### config.mk
export PLATFORM = sky130hd
export DESIGN_NAME = add_h_border
export DESIGN_NICKNAME = d
export VERILOG_FILES = /design/src/rtl/hevc_border_pkg.sv /design/src/rtl/flux_prio_arbiter.sv /design/src/rtl/add_h_border.sv
export SDC_FILE = /design/constraint.sdc
export NUM_CORES = 1
export LEC_CHECK = 0
export ABC_AREA = 1
export ABC_CLOCK_PERIOD_IN_PS = 4520
export BUFFER_PORTS_ARGS = -buffer_cell sky130_fd_sc_hd__buf_2
export CAP_MARGIN = 20
export CORE_UTILIZATION = 47
export DETAILED_ROUTE_END_ITERATION = 8
export PLACE_DENSITY_LB_ADDON = 0.12
export SYNTH_ARGS = -nofsm -noshare
export SYNTH_HDL_FRONTEND = slang
export SYNTH_SLANG_ARGS = --single-unit
### constraint.sdc
create_clock -name clk -period 4.52 [get_ports clk]
set_input_delay 0.678 -clock clk [delete_from_list [all_inputs] [get_ports clk]]
set_output_delay 0.678 -clock clk [all_outputs]
set_load 0.01 [all_outputs]
### src/rtl/hevc_border_pkg.sv
// Shared types and defaults for the horizontal border extension/removal stages.
// Holds the per-flux state encoding and the tag-width helper.
package hevc_border_pkg;

  typedef enum logic [1:0] {
    IDLE  = 2'd0,
    LEFT  = 2'd1,
    BODY  = 2'd2,
    RIGHT = 2'd3
  } border_state_t;

  localparam int DEF_DATA_WIDTH = 18;
  localparam int DEF_SIZE_WIDTH = 7;
  localparam int DEF_PAD_L      = 7;
  localparam int DEF_PAD_R      = 8;

  // A single flux still carries a 1-bit tag so no port collapses to zero width.
  function automatic int tag_width(input int flux);
    return (flux > 1) ? $clog2(flux) : 1;
  endfunction

endpackage

### src/rtl/flux_prio_arbiter.sv
// Fixed-priority flux selector: lowest eligible index wins.
// Shared between the border extension and border removal stages.
module flux_prio_arbiter #(
  parameter int N  = 2,
  parameter int TW = 1
) (
  input  logic [N-1:0]  eligible,
  output logic [TW-1:0] tag,
  output logic          valid
);

  // Scan from the top so the lowest set index is the last assignment.
  always_comb begin
    tag   = '0;
    valid = |eligible;
    for (int i = N - 1; i >= 0; i--) begin
      if (eligible[i]) begin
        tag = TW'(i);
      end
    end
  end

endmodule

### src/rtl/add_h_border.sv
// Multi-flux horizontal border extension: forwards each size token S, then emits
// S rows of PAD_L copies of the first pel, the S pels, and PAD_R copies of the last.
module add_h_border
  import hevc_border_pkg::*;
#(
  parameter int FLUX       = 2,
  parameter int DATA_WIDTH = DEF_DATA_WIDTH,
  parameter int SIZE_WIDTH = DEF_SIZE_WIDTH,
  parameter int PAD_L      = DEF_PAD_L,
  parameter int PAD_R      = DEF_PAD_R,
  localparam int TAG_WIDTH = tag_width(FLUX)
) (
  input  logic                                      clk,
  input  logic                                      rst,
  input  logic [FLUX-1:0][DATA_WIDTH+TAG_WIDTH-1:0] in_pel_dout,
  input  logic [FLUX-1:0]                           in_pel_empty,
  output logic [FLUX-1:0]                           in_pel_read,
  input  logic [FLUX-1:0][SIZE_WIDTH+TAG_WIDTH-1:0] ext_size_dout,
  input  logic [FLUX-1:0]                           ext_size_empty,
  output logic [FLUX-1:0]                           ext_size_read,
  output logic [DATA_WIDTH+TAG_WIDTH-1:0]           out_pel_din,
  input  logic [FLUX-1:0]                           out_pel_full,
  output logic [FLUX-1:0]                           out_pel_write,
  output logic [SIZE_WIDTH+TAG_WIDTH-1:0]           out_size_din,
  input  logic [FLUX-1:0]                           out_size_full,
  output logic [FLUX-1:0]                           out_size_write,
  output logic [FLUX-1:0][1:0]                      dbg_state,
  output logic [FLUX-1:0][7:0]                      dbg_cnt_h
);

  // Handshake: inputs are show-ahead FIFOs; dout[i] is valid whenever empty[i] is
  // low and read[i] pops it at the rising edge. Outputs accept din when write[i]
  // is high and full[i] is low. Strobes are combinational and never wait on
  // themselves, and only the winning flux may strobe in a given cycle.

  localparam logic [7:0] PAD_L_LAST = 8'(PAD_L - 1);
  localparam logic [7:0] PAD_R_LAST = 8'(PAD_R - 1);

  border_state_t         state_q    [FLUX];
  logic [SIZE_WIDTH-1:0] size_q     [FLUX];
  logic [7:0]            cnt_h_q    [FLUX];
  logic [7:0]            cnt_v_q    [FLUX];
  logic [DATA_WIDTH-1:0] last_pel_q [FLUX];

  logic [FLUX-1:0]       eligible;
  logic [TAG_WIDTH-1:0]  sel;
  logic                  grant;

  border_state_t         nxt_state;
  logic [SIZE_WIDTH-1:0] nxt_size;
  logic [7:0]            nxt_cnt_h;
  logic [7:0]            nxt_cnt_v;
  logic [DATA_WIDTH-1:0] nxt_last;
  logic [DATA_WIDTH-1:0] cur_pel;
  logic [SIZE_WIDTH-1:0] new_size;
  logic [7:0]            size_last;

  // Input tags are implied by the per-flux port index, so their bits are unused.
  logic [2*FLUX*TAG_WIDTH-1:0] unused_tags;

  always_comb begin
    unused_tags = '0;
    for (int i = 0; i < FLUX; i++) begin
      unused_tags[i*TAG_WIDTH +: TAG_WIDTH] = in_pel_dout[i][DATA_WIDTH +: TAG_WIDTH];
      unused_tags[(FLUX+i)*TAG_WIDTH +: TAG_WIDTH] =
        ext_size_dout[i][SIZE_WIDTH +: TAG_WIDTH];
    end
  end

  always_comb begin
    eligible = '0;
    for (int i = 0; i < FLUX; i++) begin
      case (state_q[i])
        IDLE:       eligible[i] = !ext_size_empty[i] && !out_size_full[i];
        LEFT, BODY: eligible[i] = !in_pel_empty[i] && !out_pel_full[i];
        default:    eligible[i] = !out_pel_full[i];
      endcase
    end
  end

  flux_prio_arbiter #(
    .N  (FLUX),
    .TW (TAG_WIDTH)
  ) u_arb (
    .eligible (eligible),
    .tag      (sel),
    .valid    (grant)
  );

  // Strobes, din and the next register values of the granted flux only.
  always_comb begin
    in_pel_read    = '0;
    ext_size_read  = '0;
    out_pel_write  = '0;
    out_size_write = '0;
    out_pel_din    = '0;
    out_size_din   = '0;
    nxt_state      = state_q[sel];
    nxt_size       = size_q[sel];
    nxt_cnt_h      = cnt_h_q[sel];
    nxt_cnt_v      = cnt_v_q[sel];
    nxt_last       = last_pel_q[sel];
    cur_pel        = in_pel_dout[sel][DATA_WIDTH-1:0];
    new_size       = ext_size_dout[sel][SIZE_WIDTH-1:0];
    size_last      = 8'(size_q[sel]) - 8'd1;

    if (grant && rst) begin
      case (state_q[sel])
        IDLE: begin
          ext_size_read[sel]  = 1'b1;
          out_size_write[sel] = 1'b1;
          out_size_din        = {sel, new_size};
          nxt_size            = new_size;
          nxt_cnt_h           = 8'd0;
          nxt_cnt_v           = 8'd0;
          nxt_state           = (new_size == '0) ? IDLE : LEFT;
        end
        LEFT: begin
          // Peek only: the first pel is consumed later in BODY.
          out_pel_write[sel] = 1'b1;
          out_pel_din        = {sel, cur_pel};
          if (cnt_h_q[sel] == PAD_L_LAST) begin
            nxt_cnt_h = 8'd0;
            nxt_state = BODY;
          end else begin
            nxt_cnt_h = cnt_h_q[sel] + 8'd1;
          end
        end
        BODY: begin
          in_pel_read[sel]   = 1'b1;
          out_pel_write[sel] = 1'b1;
          out_pel_din        = {sel, cur_pel};
          nxt_last           = cur_pel;
          if (cnt_h_q[sel] == size_last) begin
            nxt_cnt_h = 8'd0;
            nxt_state = RIGHT;
          end else begin
            nxt_cnt_h = cnt_h_q[sel] + 8'd1;
          end
        end
        default: begin
          out_pel_write[sel] = 1'b1;
          out_pel_din        = {sel, last_pel_q[sel]};
          if (cnt_h_q[sel] == PAD_R_LAST) begin
            nxt_cnt_h = 8'd0;
            if (cnt_v_q[sel] == size_last) begin
              nxt_cnt_v = 8'd0;
              nxt_state = IDLE;
            end else begin
              nxt_cnt_v = cnt_v_q[sel] + 8'd1;
              nxt_state = LEFT;
            end
          end else begin
            nxt_cnt_h = cnt_h_q[sel] + 8'd1;
          end
        end
      endcase
    end
  end

  always_ff @(posedge clk or negedge rst) begin
    if (!rst) begin
      for (int i = 0; i < FLUX; i++) begin
        state_q[i]    <= IDLE;
        size_q[i]     <= '0;
        cnt_h_q[i]    <= '0;
        cnt_v_q[i]    <= '0;
        last_pel_q[i] <= '0;
      end
    end else if (grant) begin
      state_q[sel]    <= nxt_state;
      size_q[sel]     <= nxt_size;
      cnt_h_q[sel]    <= nxt_cnt_h;
      cnt_v_q[sel]    <= nxt_cnt_v;
      last_pel_q[sel] <= nxt_last;
    end
  end

  always_comb begin
    dbg_state = '0;
    dbg_cnt_h = '0;
    for (int i = 0; i < FLUX; i++) begin
      dbg_state[i] = state_q[i];
      dbg_cnt_h[i] = cnt_h_q[i];
    end
  end

endmodule

==> results of run 1 <==
-- flip-flops by register name, summed over array words and instances (netlist names) --
signal,count
cnt_v_q,16
dbg_cnt_h,16
dbg_state,4
last_pel_q,36
size_q,14
-- cell type report --
class	count	area [um^2]
fill	1286	5570
multi-input combinational	670	3400
sequential	86	2150
timing repair buffer	126	676
inverter	80	300
clock buffer	10	229
tap	172	215
clock inverter	6	68.8
-- cell usage in the layout (no fill, tap or decap), types with 2 or more instances in the layout --
cell	Yosys	final
ha_1	12	12
clkinv_1	3	3
nor2_1	34	32
o22ai_2	4	4
clkbuf_16	0	9
buf_2	10	113
or2_2	3	3
o21ai_0	58	57
inv_6	0	3
buf_4	6	12
mux2i_1	38	38
o21ai_2	9	9
o21bai_1	2	2
inv_1	69	69
nand4_1	2	2
nand2_2	10	11
nand3_2	2	2
xor2_1	10	10
o21ai_1	8	9
inv_2	8	8
nor3_1	3	3
a21oi_1	3	3
nor2_2	4	6
dfrtp_1	86	86
nand3_1	67	67
o22ai_1	24	24
o21ai_4	3	3
nand2_1	365	364
nor4_1	2	2
-- cells in the mapped netlist --
cell type / n / share of area
nand3_1: 67 / 0.055
nor3_4: 1 / 0.0027
nand2_1: 365 / 0.23
buf_4: 6 / 0.0074
nor4_1: 2 / 0.0021
o21bai_1: 2 / 0.0025
nand4_2: 1 / 0.0021
o21ai_0: 58 / 0.048
buf_1: 4 / 0.0025
nand4_1: 2 / 0.0021
nor2_1: 34 / 0.021
clkinv_1: 3 / 0.0019
buf_6: 4 / 0.0074
a21oi_1: 3 / 0.0025
mux2i_1: 38 / 0.063
inv_1: 69 / 0.043
nor2_2: 4 / 0.0041
nand3b_1: 1 / 0.0012
a21boi_0: 1 / 0.0012
or2_2: 3 / 0.0031
nand2_4: 1 / 0.0019
o21ai_4: 3 / 0.0080
nor2_4: 1 / 0.0019
o22ai_1: 24 / 0.025
nand3_2: 2 / 0.0033
nor3_1: 3 / 0.0025
ha_1: 12 / 0.025
dfrtp_1: 86 / 0.35
o21ai_2: 9 / 0.013
o21ai_1: 8 / 0.0066
buf_2: 10 / 0.0082
o22ai_2: 4 / 0.0082
clkbuf_1: 19 / 0.012
a21oi_4: 1 / 0.0027
xor2_1: 10 / 0.014
nand2_2: 10 / 0.010
inv_2: 8 / 0.0049
-- what timing repair did --
item / in CTS / in global routing
endpoints found under the setup margin: 0 / 19
endpoints found under the hold margin: 0 / 0
resized for setup: 0 / 4
-- kinds of logic (layout without fill, tap and decap cells) --
family | count (synthesis) | count (layout) | share of synthesized area
compound gates | 113 | 113 | 0.117
xor+xnor | 10 | 10 | 0.0144
fa+ha+maj | 12 | 12 | 0.0247
buf+inv | 123 | 222 | 0.0868
flops | 86 | 86 | 0.355
mux | 38 | 38 | 0.0627
simple gates | 497 | 497 | 0.339
-- routing by layer --
| layer | routed length [um] | up-vias | global-route usage |
|---|---|---|---|
| li1 | - | 3009 | - |
| met1 | 7080 | 2670 | 0.306 |
| met4 | 261 | 0 | 0.0684 |
| met3 | 671 | 20 | 0.0502 |
| met2 | 7330 | 156 | 0.431 |
| met5 | 0 | - | 0 |
-- worst max path at each step --
stage / end / slack (ps) / start / depth (start not counted)
after floorplan: out_pel_din[0] / 600 / dbg_state[0] / 18
after global placement: out_pel_din[7] / 600 / in_pel_empty[0] / 15
after detailed placement: out_pel_din[7] / 540 / in_pel_empty[0] / 15
after CTS: out_pel_din[7] / 170 / dbg_state[0] / 15
after global routing: out_pel_din[14] / 140 / dbg_state[0] / 15
final: out_pel_din[1] / 490 / dbg_state[0] / 16
-- per-stage QoR --
stage	cell area, um^2	total power, mW	instances
after global routing	7050	5.72	1150
after floorplan	6070	3.63	879
final	7050	5.17	1150
after global placement	6740	4.38	1134
after CTS	7040	5.19	1150
after detailed placement	6740	4.40	1134
-- worst reg2reg max path, cell delays in order, from the launching register on --
cell and delay, ps:
dfrtp_1 390, inv_1 70, ha_1 290, nand2_1 70
nand2_1 80, a21oi_4 220, buf_4 490, nand3_1 180
nand2_1 220, ha_1 180, inv_1 100, nor3_4 490
nand2_1 320, o21ai_0 150, nor2_1 50, nand3_1 80
nand2_1 100, nand2_1 80, nand2_1 50
-- power by group through the flow --
stage | logic, mW | registers [mW] | clock network (mW)
after global placement | 3.16 | 1.22 | 0
after detailed placement | 3.18 | 1.23 | 0
final | 3.19 | 1.21 | 0.764
after CTS | 3.19 | 1.22 | 0.778
after floorplan | 2.41 | 1.22 | 0
after global routing | 3.65 | 1.25 | 0.810
==> results by group, run 1 <==
STA
  • Final Hold Viols: 0
  • Final setup vio count: 0
  • Final Hold Slack: 247 ps
  • Tmin final: 4030 ps
  • Rel. slew slack: 0.495
  • Slew @ Worst Pin: 758 ps
  • Setup TNS: 0 ps
  • Tcrit/Tclk final: 0.892
  • Worst setup margin: 488 ps
  • Max-slew violations: 0
  • Max Clock Skew: 7.19 ps
  • RSZ-0062 raised after global routing: no
  • Fmax: 248 MHz

Route
  • Remaining DRCs: 0
  • Routed length per instance: 13.3 um
  • Final WL: 15,300 um
  • Vias post-DR: 5,855
  • DRT antenna net count: 0
  • Vias per Instance: 5.09
  • Initial DRC count: 381
  • Drt first pass iters: 8

Setup path
  • Worst-path cell chain: inv_1 -> ha_1 -> nand2_1 -> nand2_1 -> a21oi_4 -> nand2_8 -> o21ai_0 -> buf_4 -> inv_1 -> ha_1 -> inv_1 -> nand2_1 -> inv_1 -> nand2_2 -> o22ai_1 -> buf_2
  • RR Endpoint: dbg_cnt_h[7]
  • R2R depth: 18
  • CP max-delay cell: dfrtp_1
  • Crit path largest cell delay: 390 ps
  • CP delay by family, top: buffers and inverters
  • Worst Path Buf+Inv: 6
  • WS Path Type: register to primary output
  • Cell repeated most along the worst path: inv_1
  • R2R Setup Slk: 800 ps
  • Critical path arrival: 3350 ps
  • Worst R2R Start: dbg_state[0]
  • Crit-path max FO: 30
  • Critical Path Source Type: register
  • Critical Path RT: 3840 ps
  • Crit. End Element: primary output

Power
  • Sequential share of power: 0.235
  • Net Sw Frac: 0.504
  • Clock network fraction of total power: 0.148
  • Internal power: 2.56 mW
  • Sw power: 2.61 mW
  • Leakage: 4.01 nW
  • Comb pwr share: 0.617
  • Max VDD drop: 0.318 mV
  • Pwr dens: 734 nW/um^2

Logic synthesis
  • Synthesized area: 6070 um^2
  • Yosys cell types: 37
  • Synth Area per Inst: 6.90 um^2
  • Mapped Cells: 879
  • Syn_nets: 955
  • Synth warn: 0
  • Flops & latches, synth: 86
  • Sequential share of the synthesized area: 0.355

Final layout
  • Area Overhead vs Synth: 16.1%
  • Ant. Diodes: 0
  • Final #Nets: 1,049
  • Layout cells sized above 1: 0.196
  • Final core utilization: 0.558

Status
  • Outcome: finished, final reports clean

Floorplanning
  • Die height: 116 um
  • Row cnt: 41
  • Starting density of the core: 0.481
  • # IOs: 119
  • Die area: 13,400 um^2
  • Core Area: 12,600 um^2
  • Chip width: 116 um

Clock network
  • Root buffer cell: clkbuf_16
  • Sink Count: 86
  • Post CTS Setup Buffer Count: 0
  • Clock latency on the worst-skew pair: 350 ps
  • TritonCTS clock tree: done
  • CTS Buf Count: 9
  • CTS max path bufs: 2
  • Cts hold-fix bufs: 0
  • H-Tree Depth: 3
  • Clock Pin Slew Worst Setup and Hold Paths: 70 ps

Global routing
  • GRT overflow: 0
  • Global-route wire length before repair: 25,900 um
  • Global Route Usage Sum: 0.246
  • Vias in the first global route: 5,496
  • Largest net degree at the start of global routing: 95
  • Initial antenna violation count: 0

Place
  • DP HPWL: 10,900 um
  • IO Port Bufs: 114
  • Pre-CTS setup slack: 538 ps
  • Final Wtd Congestion: 0.950

Job
  • Max-cap violations: 0

Worst hold path
  • HP Class: input pin to async pin
No activity file was read; power rests on OpenSTA's default activity.
==> run 2, diff against run 1 <==
- ABC_CLOCK_PERIOD_IN_PS: 4520 -> 5210
- clock period: 4.52 -> 5.21 ns (I/O delays scaled with it)
==> run 2 against run 1 <==
Register-to-register slack better by 390 ps. Worst hold slack improved by 190 ps. Count of clock-buffer cells in the layout did not move. Cell area shrank 0.27%. Cell count about the same. Power fell by 14%. Combinational power fell by 14%. Global-route usage decreased by 0.35 points. Highest routed layer unchanged.
==> results by group, run 2 (synthesis gave the netlist of run 1 again) <==
Place
  • IO Port Bufs: 114 (unchanged)
  • Pre-CTS setup slack: 624 ps (+85.8 ps)
  • DP HPWL: 10,900 um (-0.23%)
  • Final Wtd Congestion: 0.900 (-5.3%)
  • Placed Area: 6730 um^2 (-0.19%)

Setup path
  • Crit. End Element: primary output
  • WS Path Type: register to primary output
  • Critical Path RT: 4430 ps (+590 ps)
  • Worst R2R Start: dbg_state[2]
  • RR Endpoint: dbg_cnt_h[3]
  • Crit path from: dbg_state[2]
  • R2R Setup Slk: 1190 ps (+390 ps)
  • Crit-path max FO: 22 (-27%)
  • R2R depth: 24 (+6)
  • Critical Path Source Type: register
  • Critical path arrival: 3980 ps (+630 ps)

Status
  • Outcome: finished, final reports clean

Floorplanning
  • Die height: 116 um (unchanged)
  • # IOs: 119 (unchanged)
  • Chip width: 116 um (unchanged)
  • Die area: 13,400 um^2 (unchanged)
  • Core Area: 12,600 um^2 (unchanged)
  • Row cnt: 41 (unchanged)
  • Starting density of the core: 0.481 (unchanged)

Final layout
  • Layout cells sized above 1: 0.193 (-0.00287)
  • Reg area: 2150 um^2 (unchanged)
  • Most common cell after layout, fill and taps aside: nand2_1
  • Ant. Diodes: 0 (unchanged)
  • Multi-input gate area: 3400 um^2 (-0.22%)
  • Most frequent cells in the layout: nand2_1 (365), buf_2 (113), dfrtp_1 (86), inv_1 (69), nand3_1 (67)
  • Final instance area: 7030 um^2 (-0.27%)
  • Area Overhead vs Synth: 15.8%
  • Top reg by flops: last_pel_q
  • Filler Cells Inserted: 1,355 (+5.4%)
  • Max reg flops: 36 (unchanged)
  • Final #Nets: 1,049 (unchanged)

Global routing
  • GRT overflow: 0 (unchanged)
  • Vias in the first global route: 5,325 (-3.1%)
  • Initial antenna violation count: 0 (unchanged)
  • Global Route Usage Sum: 0.242 (-0.00351)
  • Global-route wire length before repair: 25,400 um (-1.9%)
  • Largest net degree at the start of global routing: 72 (-24%)

STA
  • Slew @ Worst Pin: 739 ps (-19.0 ps)
  • Rel. slew slack: 0.507 (+0.0127)
  • Final Hold Viols: 0 (unchanged)
  • Worst setup margin: 452 ps (-35.4 ps)
  • Fmax: 210 MHz
  • Max-slew violations: 0 (unchanged)
  • RSZ-0062 raised after global routing: no
  • Final setup vio count: 0 (unchanged)
  • Tmin final: 4760 ps
  • Final Hold Slack: 441 ps (+194 ps)
  • Max Clock Skew: 8.97 ps (+1.77 ps)
  • Tcrit/Tclk final: 0.913
  • Setup TNS: 0 ps (unchanged)

Route
  • Initial DRC count: 413 (+8.4%)
  • Drt first pass iters: 5 (-3)
  • Remaining DRCs: 0 (unchanged)
  • DRT antenna net count: 0 (unchanged)
  • Final WL: 15,200 um (-0.86%)
  • Vias per Instance: 5.02 (-1.4%)
  • Vias post-DR: 5,766 (-1.5%)
  • Routed length per instance: 13.2 um (-0.77%)

Clock network
  • Post-CTS Resized: 0 (unchanged)
  • Sink Count: 86 (unchanged)
  • TritonCTS clock tree: done
  • Root buffer cell: clkbuf_16
  • Cts hold-fix bufs: 0 (unchanged)
  • Clock Pin Slew Worst Setup and Hold Paths: 70 ps (about the same)
  • H-Tree Depth: 3 (unchanged)
  • CTS Buf Count: 9 (unchanged)
  • CTS max path bufs: 2 (unchanged)
  • Clock latency on the worst-skew pair: 350 ps (about the same)
  • Post CTS Setup Buffer Count: 0 (unchanged)

Power
  • Leakage: 4.01 nW (-0.11%)
  • Overall Power: 4.44 mW (-14%)
  • Pwr dens: 632 nW/um^2 (-14%)
  • Max VDD drop: 0.247 mV (-22%)

Job
  • Max-cap violations: 0 (unchanged)

Worst hold path
  • HP Class: input pin to async pin
-- run 2: per-layer routing --
| metal | share of wire | wire length [um] | GRT usage | vias to the layer above |
|---|---|---|---|---|
| met2 | 0.47 | 7220 | 0.418 | 100 |
| li1 | - | - | - | 3009 |
| met1 | 0.48 | 7280 | 0.310 | 2644 |
| met5 | 0 | 0 | 0 | - |
| met3 | 0.033 | 502 | 0.0476 | 13 |
| met4 | 0.013 | 202 | 0.0641 | 0 |
-- run 2: power breakdown --
group | switching (mW) | total (mW) | internal (mW) | leakage, nW
combinational | 1.81 | 2.73 | 0.920 | 2.74
sequential | 0.146 | 1.05 | 0.908 | 1.13
clock | 0.272 | 0.654 | 0.383 | 0.145
total | 2.23 | 4.44 | 2.21 | 4.01
-- run 2: layout make-up --
| cell class | count | share of cell area |
|---|---|---|
| clock inverter | 5 | 0.00855 |
| tap | 172 | 0.0306 |
| multi-input combinational | 670 | 0.483 |
| timing repair buffer | 126 | 0.0944 |
| sequential | 86 | 0.306 |
| clock buffer | 10 | 0.0340 |
| inverter | 80 | 0.0427 |
-- run 2: worst max-delay path by stage --
stage	cells past startpoint	to
after floorplan	17	out_pel_din[0]
after global placement	14	out_pel_din[7]
after detailed placement	14	out_pel_din[7]
after CTS	16	out_pel_din[17]
after global routing	16	out_pel_din[17]
final	16	out_pel_din[17]
-- run 2: per-stage QoR --
| stage | cells | util |
|---|---|---|
| floorplan | 879 | - |
| global placement | 1134 | 0.533 |
| detailed placement | 1134 | 0.533 |
| CTS | 1149 | 0.557 |
| global route | 1149 | 0.557 |
| finish | 1149 | 0.557 |
-- run 2: worst max-delay path, cell delays in order, from the launching register on --
cell	delay [ps]
dfrtp_1	410
inv_1	60
ha_1	270
nand2_1	50
nand2_1	50
nand2_1	50
nand2_2	360
nand2_8	190
o21ai_0	520
inv_1	140
ha_1	310
inv_1	150
nand2_1	90
inv_1	70
nand2_1	370
o22ai_1	350
buf_2	170
